--- config.mk ---
export PLATFORM = sky130hd
export DESIGN_NAME = replication_unpacker
export DESIGN_NICKNAME = d
export VERILOG_FILES = /design/src/rtl/replication_unpacker.sv
export SDC_FILE = /design/constraint.sdc
export NUM_CORES = 1
export LEC_CHECK = 0
export BUFFER_PORTS_ARGS = -buffer_cell sky130_fd_sc_hd__buf_4
export CELL_PAD_IN_SITES_DETAIL_PLACEMENT = 1
export CELL_PAD_IN_SITES_GLOBAL_PLACEMENT = 1
export CORE_MARGIN = 3
export CORE_UTILIZATION = 38
export DETAILED_ROUTE_END_ITERATION = 16
export PLACE_DENSITY_LB_ADDON = 0.1
export SYNTH_ARGS = -nofsm -noshare
export SYNTH_HDL_FRONTEND = slang
export SYNTH_SLANG_ARGS = --single-unit
--- constraint.sdc ---
create_clock -name clk -period 2.1 [get_ports clk]
set_clock_uncertainty 0.2 [all_clocks]
set_input_delay 0.63 -clock clk [delete_from_list [all_inputs] [get_ports clk]]
set_output_delay 0.63 -clock clk [all_outputs]
set_load 0.05 [all_outputs]
--- src/rtl/replication_unpacker.sv ---
// Receive-side unpacker for {a, 4x b0, c1} words: majority-decodes b0 into a single
// output register on a valid/ready stream and keeps saturating error statistics.
module replication_unpacker #(
    parameter int unsigned CNT_W = 8
) (
    input  logic             clk,
    input  logic             rst,
    input  logic [5:0]       in_data,
    input  logic             in_valid,
    output logic             in_ready,
    output logic             out_a,
    output logic             out_b0,
    output logic             out_c1,
    output logic             out_corr,
    output logic             out_uncorr,
    output logic             out_valid,
    input  logic             out_ready,
    input  logic             clr_cnt,
    output logic [CNT_W-1:0] corr_cnt,
    output logic [CNT_W-1:0] uncorr_cnt,
    output logic             err_sticky
);

    localparam int unsigned     W_W     = 3;
    localparam logic [CNT_W-1:0] CNT_MAX = '1;

    logic             accept;
    logic [W_W-1:0]   weight;
    logic             dec_b0, dec_corr, dec_uncorr;

    logic             out_a_q, out_a_d;
    logic             out_b0_q, out_b0_d;
    logic             out_c1_q, out_c1_d;
    logic             out_corr_q, out_corr_d;
    logic             out_uncorr_q, out_uncorr_d;
    logic             out_valid_q, out_valid_d;
    logic [CNT_W-1:0] corr_cnt_q, corr_cnt_d;
    logic [CNT_W-1:0] uncorr_cnt_q, uncorr_cnt_d;
    logic             err_sticky_q, err_sticky_d;

    // Single-stage register: ready whenever the slot is empty or draining this cycle.
    assign in_ready = !out_valid_q || out_ready;
    assign accept   = in_valid && in_ready;

    // 4x repetition decode of the b0 copies
    always_comb begin
        weight = W_W'(in_data[4]) + W_W'(in_data[3]) + W_W'(in_data[2]) + W_W'(in_data[1]);
        dec_b0     = 1'b0;
        dec_corr   = 1'b0;
        dec_uncorr = 1'b0;
        case (weight)
            3'd4:    dec_b0 = 1'b1;
            3'd3: begin
                dec_b0   = 1'b1;
                dec_corr = 1'b1;
            end
            3'd2:    dec_uncorr = 1'b1;
            3'd1:    dec_corr = 1'b1;
            default: dec_b0 = 1'b0;
        endcase
    end

    always_comb begin
        out_a_d      = out_a_q;
        out_b0_d     = out_b0_q;
        out_c1_d     = out_c1_q;
        out_corr_d   = out_corr_q;
        out_uncorr_d = out_uncorr_q;
        out_valid_d  = out_valid_q;
        corr_cnt_d   = corr_cnt_q;
        uncorr_cnt_d = uncorr_cnt_q;
        err_sticky_d = err_sticky_q;

        if (accept) begin
            out_a_d      = in_data[5];
            out_b0_d     = dec_b0;
            out_c1_d     = in_data[0];
            out_corr_d   = dec_corr;
            out_uncorr_d = dec_uncorr;
            out_valid_d  = 1'b1;
        end else if (out_ready) begin
            out_valid_d  = 1'b0;
        end

        // Statistics track accepted words; clear wins over a same-cycle update.
        if (clr_cnt) begin
            corr_cnt_d   = '0;
            uncorr_cnt_d = '0;
            err_sticky_d = 1'b0;
        end else if (accept) begin
            if (dec_corr && corr_cnt_q != CNT_MAX)
                corr_cnt_d = corr_cnt_q + CNT_W'(1);
            if (dec_uncorr && uncorr_cnt_q != CNT_MAX)
                uncorr_cnt_d = uncorr_cnt_q + CNT_W'(1);
            if (dec_uncorr)
                err_sticky_d = 1'b1;
        end
    end

    always_ff @(posedge clk or posedge rst) begin
        if (rst) begin
            out_a_q      <= 1'b0;
            out_b0_q     <= 1'b0;
            out_c1_q     <= 1'b0;
            out_corr_q   <= 1'b0;
            out_uncorr_q <= 1'b0;
            out_valid_q  <= 1'b0;
            corr_cnt_q   <= '0;
            uncorr_cnt_q <= '0;
            err_sticky_q <= 1'b0;
        end else begin
            out_a_q      <= out_a_d;
            out_b0_q     <= out_b0_d;
            out_c1_q     <= out_c1_d;
            out_corr_q   <= out_corr_d;
            out_uncorr_q <= out_uncorr_d;
            out_valid_q  <= out_valid_d;
            corr_cnt_q   <= corr_cnt_d;
            uncorr_cnt_q <= uncorr_cnt_d;
            err_sticky_q <= err_sticky_d;
        end
    end

    assign out_a      = out_a_q;
    assign out_b0     = out_b0_q;
    assign out_c1     = out_c1_q;
    assign out_corr   = out_corr_q;
    assign out_uncorr = out_uncorr_q;
    assign out_valid  = out_valid_q;
    assign corr_cnt   = corr_cnt_q;
    assign uncorr_cnt = uncorr_cnt_q;
    assign err_sticky = err_sticky_q;

endmodule

-- Word-level counts from Yosys, hierarchy flattened
Cells that the tools add are included.
- add/subtract/negate cells: 5
- equality and inequality tests: 6
- muxes and demuxes: 14
- reduce and logical (&&, ||, !) cells: 15
- operator list (kind ; number):
    $mux W8 ; 6
    $add A8 B1 Y8 const B ; 2
    $ne A8 B8 Y1 const B ; 2
    $reduce_bool A2 Y1 ; 5
    $mux W1 ; 8
    $eq A3 B2 Y1 const B ; 2
    $reduce_and A2 Y1 ; 3
    $reduce_or A2 Y1 ; 2
    $add A2 B1 Y3 ; 1
    $add A3 B1 Y3 ; 1
    $eq A3 B1 Y1 const B ; 1
    $eq A3 B3 Y1 const B ; 1
    $logic_and A1 B1 Y1 ; 3
    $add A1 B1 Y2 ; 1
    $logic_not A1 Y1 ; 1
    $logic_or A1 B1 Y1 ; 1
- bits in registers: 23
- output and inout port bits: 24
- word-level logic and storage cells: 49

-- Depth between registers and ports, before layout
- depth in word-level cells: 10
- mapped depth: 8
- gate-level depth less buffers: 7

-- Worst setup path after synthesis
Ideal clock, no wire load.
- kind: input-to-reg
- start point: input in_data[1]
- end point: register uncorr_cnt_q[7], in the netlist uncorr_cnt[7]
- setup time: 0.134 ns
- arrival: 2.501 ns
- required time: 1.766 ns
- setup slack: -0.735 ns
- stages on the path: 8
- buffers on the path: 1
- cells stage by stage: fa_1 ha_1 ha_1 nor2b_2 nand4b_2 buf_2 o41ai_1 a21oi_1
- cells in the longest elaborated chain, start to end: 6
- RTL lines (element ; line ; source):
    start: declaration ; 8 ; input logic [5:0] in_data,
    $add A3 B1 Y3 ; 47 ; weight = W_W'(in_data[4]) + W_W'(in_data[3]) + W_W'(in_data[2]) + W_W'(in_data[1]);
    $eq A3 B2 Y1 ; 51 ; case (weight)
    $mux W1 ; 51 ;
    $logic_and A1 B1 Y1 ; 93 ; if (dec_uncorr && uncorr_cnt_q != CNT_MAX)
    $reduce_bool A2 Y1 (no line) ; - ;
    $reduce_and A2 Y1 (no line) ; - ;
    end signal: assignment ; 119 ; uncorr_cnt_q <= uncorr_cnt_d;
    end: declaration ; 38 ; logic [CNT_W-1:0] uncorr_cnt_q, uncorr_cnt_d;
No other way between the ends.
A chain may end at the register's enable or synchronous reset.

-- Worst setup path after layout
Same ends and word-level chain as after synthesis.

==> summary.md <==
The run finished, with violations left. The final reports fail on negative setup slack. For this run, the total global-route usage over all layers was measured as 20.08%.

The sum of routed wire length over all layers came out at 3631 um. TritonCTS built the clock tree. Power spread over the standard cell area amounts to 583.7 mW/mm^2. The most critical setup path has its endpoint at uncorr_cnt[7].

The worst hold-check slack came out at 0.1619 ns. The average cell area after synthesis works out to 9.847 um^2. The run gives 0 as the total of warnings raised by yosys.

The register area share after synthesis was 47.52%; the area fraction in compound gates after synthesis was 17.25%. The routability congestion estimate from global placement was 0.8393. The clock passes through at most 2 buffers. The vias per cell is 5.380, and the die span in y is 62.46 um. The logs give -0.5278 ns for the smallest setup slack after layout and 0.002900 mm^2 for the placeable core region. Summing internal, switching and leakage power gives 0.001039 W. The number of cells on the worst reg-to-reg path works out to 5.

The path class of the tightest hold or removal check is in2async. Counting every net in the synthesized netlist gives 139. Transition at the pin with the smallest max-transition slack: 0.9582 ns. The setup-violating endpoint count in the final report is 19, and the minimum period implied by the final worst setup slack is 2.628 ns. Hold repair after CTS inserted 0 buffers. The number of enable-type register cells in the synthesized netlist is 0. By area, the combinational part of the netlist is dominated by simple AND/OR/NAND/NOR gates.

The post-detailed-placement half-perimeter wirelength is 2400 um. The endpoint of the worst-slack reg-to-reg timing path is uncorr_cnt[1]. In this run, distinct cell masters in the synthesized netlist total 26. 0 antenna diodes ended up in the layout. For the via count of the first global-routing pass, the log shows 1213. The run gives 0 as the number of nets with antenna violations after detailed routing. After layout, the worst path uses 125.1% of the clock period.

H-tree depth reported by CTS: 1. The first detailed-routing pass ran for 4 iterations. The worst register-to-register path begins at uncorr_cnt[0]. Initial core utilization: 41.76%. The total I/O pin count is 35, and the total number of nets in the final design is 188. The maximum number of pins on one net before global-route repair was 24; the number of port buffers was 34. The floorplan step defined a die boundary enclosing 0.003901 mm^2.

The number of CTS-inserted buffers is 3. The number of DRC markers after the initial detailed-route iteration was 38. For the total DRC errors in the routed layout, the log shows 0. The initialized floorplan defines 19 standard-cell rows. Setup repair after global routing could not meet its margin everywhere. Global routing finished with a remaining overflow of 0. The mux contribution to synthesized area is 1.860%. STA classifies the critical path startpoint as a primary input. Maximum fanout along the worst path: 5. The root buffer cell is sky130_fd_sc_hd__clkbuf_4. The die boundary width came out at 62.46 um.

The critical path launch point was in_data[1]. Worst relative slew slack: 35.88%. Counting flops with an async set or reset pin after synthesis yields a share of 100.0%. Across the run, the number of max-cap violations was 0. Primary flip-flop cell chosen by synthesis mapping: sky130_fd_sc_hd__dfrtp_1.

Of the total synthesized cell area, the portion taken by XOR and XNOR cells is 0%. After detailed routing, the average wire length per cell comes to 17.05 um. VDD sags by at most 0.3029 mV. STA classifies the critical path endpoint as a register.

The number of antenna violations at the first check in global routing is 0, and the static leakage is 0.7673 nW. The total vias in the final route was 1146. The clock slew seen by the registers of the worst setup and hold paths was 0.13 ns; the global-route wire length before repair was 6313 um. Clock latency on the worst-skew pair, taken at its later pin, is 0.30 ns.

The count of state elements after synthesis was 23. From synthesis to final layout, the design area changed by 47.00%. The number of max-slew violations in the final report is 0, and the data required time of the critical path is 2.14 ns.

The basic-gate share of the synthesized area counting and, or, nand and nor cells was 23.97%; the cell count after synthesis was 123. After Yosys synthesis, full adders, half adders and majority gates account for 5.785% of the synthesized area. The fraction of layout instances using a drive strength above 1 is 45.03%. Number of hold violations in the final report: 0. For the worst setup path, the data arrival time is 2.67 ns. The worst setup path category is in2reg. The logs give -0.24 ns for the worst reg-to-reg setup slack and 0.3806 GHz for the achievable clock frequency. The synthesized area was 0.001211 mm^2; the clock sink count was 23.
-- state kept, by name, indices dropped and copies added (netlist names) --
| register | flops |
|---|---|
| corr_cnt | 8 |
| err_sticky | 1 |
| out_a | 1 |
| out_b0 | 1 |
| out_c1 | 1 |
| out_corr | 1 |
| out_uncorr | 1 |
| out_valid | 1 |
| uncorr_cnt | 8 |
-- area by class of cell --
cell class	instances	area (um^2)
Clock buffer	4	26.28
Fill cell	336	1120
Inverter	5	18.77
Multi-Input combinational cell	90	724.4
Sequential cell	23	575.6
Tap cell	42	52.55
Timing Repair Buffer	49	382.9
-- cell usage after synthesis (2+ instances only) --
cell type                  number  share of area, %
sky130_fd_sc_hd__clkbuf_1       3              0.93
sky130_fd_sc_hd__nand4_1        2               1.0
sky130_fd_sc_hd__mux2_2         2               1.9
sky130_fd_sc_hd__a21oi_1       17               7.0
sky130_fd_sc_hd__nor2_1         3              0.93
sky130_fd_sc_hd__dfrtp_1       23                48
sky130_fd_sc_hd__ha_1           4               4.1
sky130_fd_sc_hd__buf_2          2              0.83
sky130_fd_sc_hd__or3_1          6               3.1
sky130_fd_sc_hd__or4_1          8               5.0
sky130_fd_sc_hd__inv_1          5               1.5
sky130_fd_sc_hd__o31ai_1        8               5.0
sky130_fd_sc_hd__o21ai_0        6               2.5
sky130_fd_sc_hd__nand2_1       12               3.7
sky130_fd_sc_hd__nand3_1        7               2.9
sky130_fd_sc_hd__and4_1         2               1.4
sky130_fd_sc_hd__or3b_2         2               1.4
sky130_fd_sc_hd__o41ai_1        3               2.2
-- power breakdown --
group | switching (W) | internal [W] | total, W
sequential | 0.0000178 | 0.000468 | 0.000486
clock | 0.000136 | 0.0000740 | 0.000210
combinational | 0.000202 | 0.000142 | 0.000344
-- layout by cell type (no fill, tap or decap) --
cell type / instances
sky130_fd_sc_hd__o41ai_2: 3
sky130_fd_sc_hd__o31ai_1: 4
sky130_fd_sc_hd__and4_1: 2
sky130_fd_sc_hd__dfrtp_1: 23
sky130_fd_sc_hd__or4_1: 7
sky130_fd_sc_hd__ha_4: 1
sky130_fd_sc_hd__o21ai_0: 4
sky130_fd_sc_hd__nand3_2: 1
sky130_fd_sc_hd__or3_1: 6
sky130_fd_sc_hd__buf_4: 45
sky130_fd_sc_hd__a21oi_2: 3
sky130_fd_sc_hd__ha_1: 2
sky130_fd_sc_hd__nor2_1: 2
sky130_fd_sc_hd__nand2_1: 12
sky130_fd_sc_hd__mux2_2: 2
sky130_fd_sc_hd__o21ai_1: 1
sky130_fd_sc_hd__nor2_2: 1
sky130_fd_sc_hd__o21ai_2: 1
sky130_fd_sc_hd__or4_4: 1
sky130_fd_sc_hd__o31ai_4: 1
sky130_fd_sc_hd__or3b_2: 1
sky130_fd_sc_hd__a21oi_1: 14
sky130_fd_sc_hd__nand2b_4: 1
sky130_fd_sc_hd__nand4b_4: 2
sky130_fd_sc_hd__clkbuf_1: 1
sky130_fd_sc_hd__nor2b_4: 1
sky130_fd_sc_hd__buf_6: 4
sky130_fd_sc_hd__a22oi_2: 1
sky130_fd_sc_hd__fa_1: 1
sky130_fd_sc_hd__nand3_1: 7
sky130_fd_sc_hd__nand4_1: 2
sky130_fd_sc_hd__ha_2: 1
sky130_fd_sc_hd__o31ai_2: 3
sky130_fd_sc_hd__and2_1: 1
sky130_fd_sc_hd__inv_1: 5
sky130_fd_sc_hd__or3b_4: 1
sky130_fd_sc_hd__clkbuf_4: 3
-- logic make-up (layout without fill, tap and decap cells) --
| group | Yosys count | count (layout) |
|---|---|---|
| adder cells (fa/ha/maj) | 5 | 5 |
| AO/OA/AOI/OAI | 35 | 35 |
| multiplexers | 2 | 2 |
| buffers and inverters | 11 | 58 |
| AND/OR/NAND/NOR | 47 | 48 |
| flip-flops | 23 | 23 |
-- critical path, cell delays in order --
cell and delay (ns):
sky130_fd_sc_hd__buf_6 0.09, sky130_fd_sc_hd__fa_1 0.48, sky130_fd_sc_hd__ha_2 0.20, sky130_fd_sc_hd__ha_4 0.26
sky130_fd_sc_hd__nor2b_4 0.16, sky130_fd_sc_hd__nand4b_4 0.13, sky130_fd_sc_hd__buf_6 0.15, sky130_fd_sc_hd__or4_1 0.41
sky130_fd_sc_hd__a21oi_1 0.15
-- worst min-delay path by stage --
stage	end	slack, ns	start
3_5_place_dp	out_corr	0.27	out_corr
5_1_grt	out_uncorr	0.16	rst
4_1_cts	out_uncorr	0.16	rst
2_1_floorplan	corr_cnt[0]	0.43	rst
6_report	out_uncorr	0.16	rst
3_3_place_gp	out_corr	0.26	out_corr
-- through the flow --
step           utilization (%)  area [um^2]  setup TNS (ns)  std cells  worst slack (ns)
6_report                 61.39         1780          -6.603        213           -0.5278
5_1_grt                  61.39         1780          -7.878        213           -0.5960
4_1_cts                  59.92         1738          -6.603        212           -0.5009
3_5_place_dp             55.57         1612          -13.34        202           -0.8810
3_3_place_gp             55.57         1612          -11.95        202           -0.7790
2_1_floorplan                -         1267          -7.741        123           -0.5354
-- routing by layer --
layer / GRT usage, % / up-vias / wire (um)
li1: - / 559 / -
met1: 24.20 / 565 / 1535
met2: 37.02 / 18 / 1956
met3: 3.417 / 4 / 112
met4: 4.683 / 0 / 26
met5: 0 / - / 0
-- what timing repair did --
action	CTS	global route
buffers inserted	5	1
endpoints found under the setup margin	18	19
cloned	1	0
pin swaps	2	5
gates resized for setup	9	8
Power figures use the tool's default switching activity.
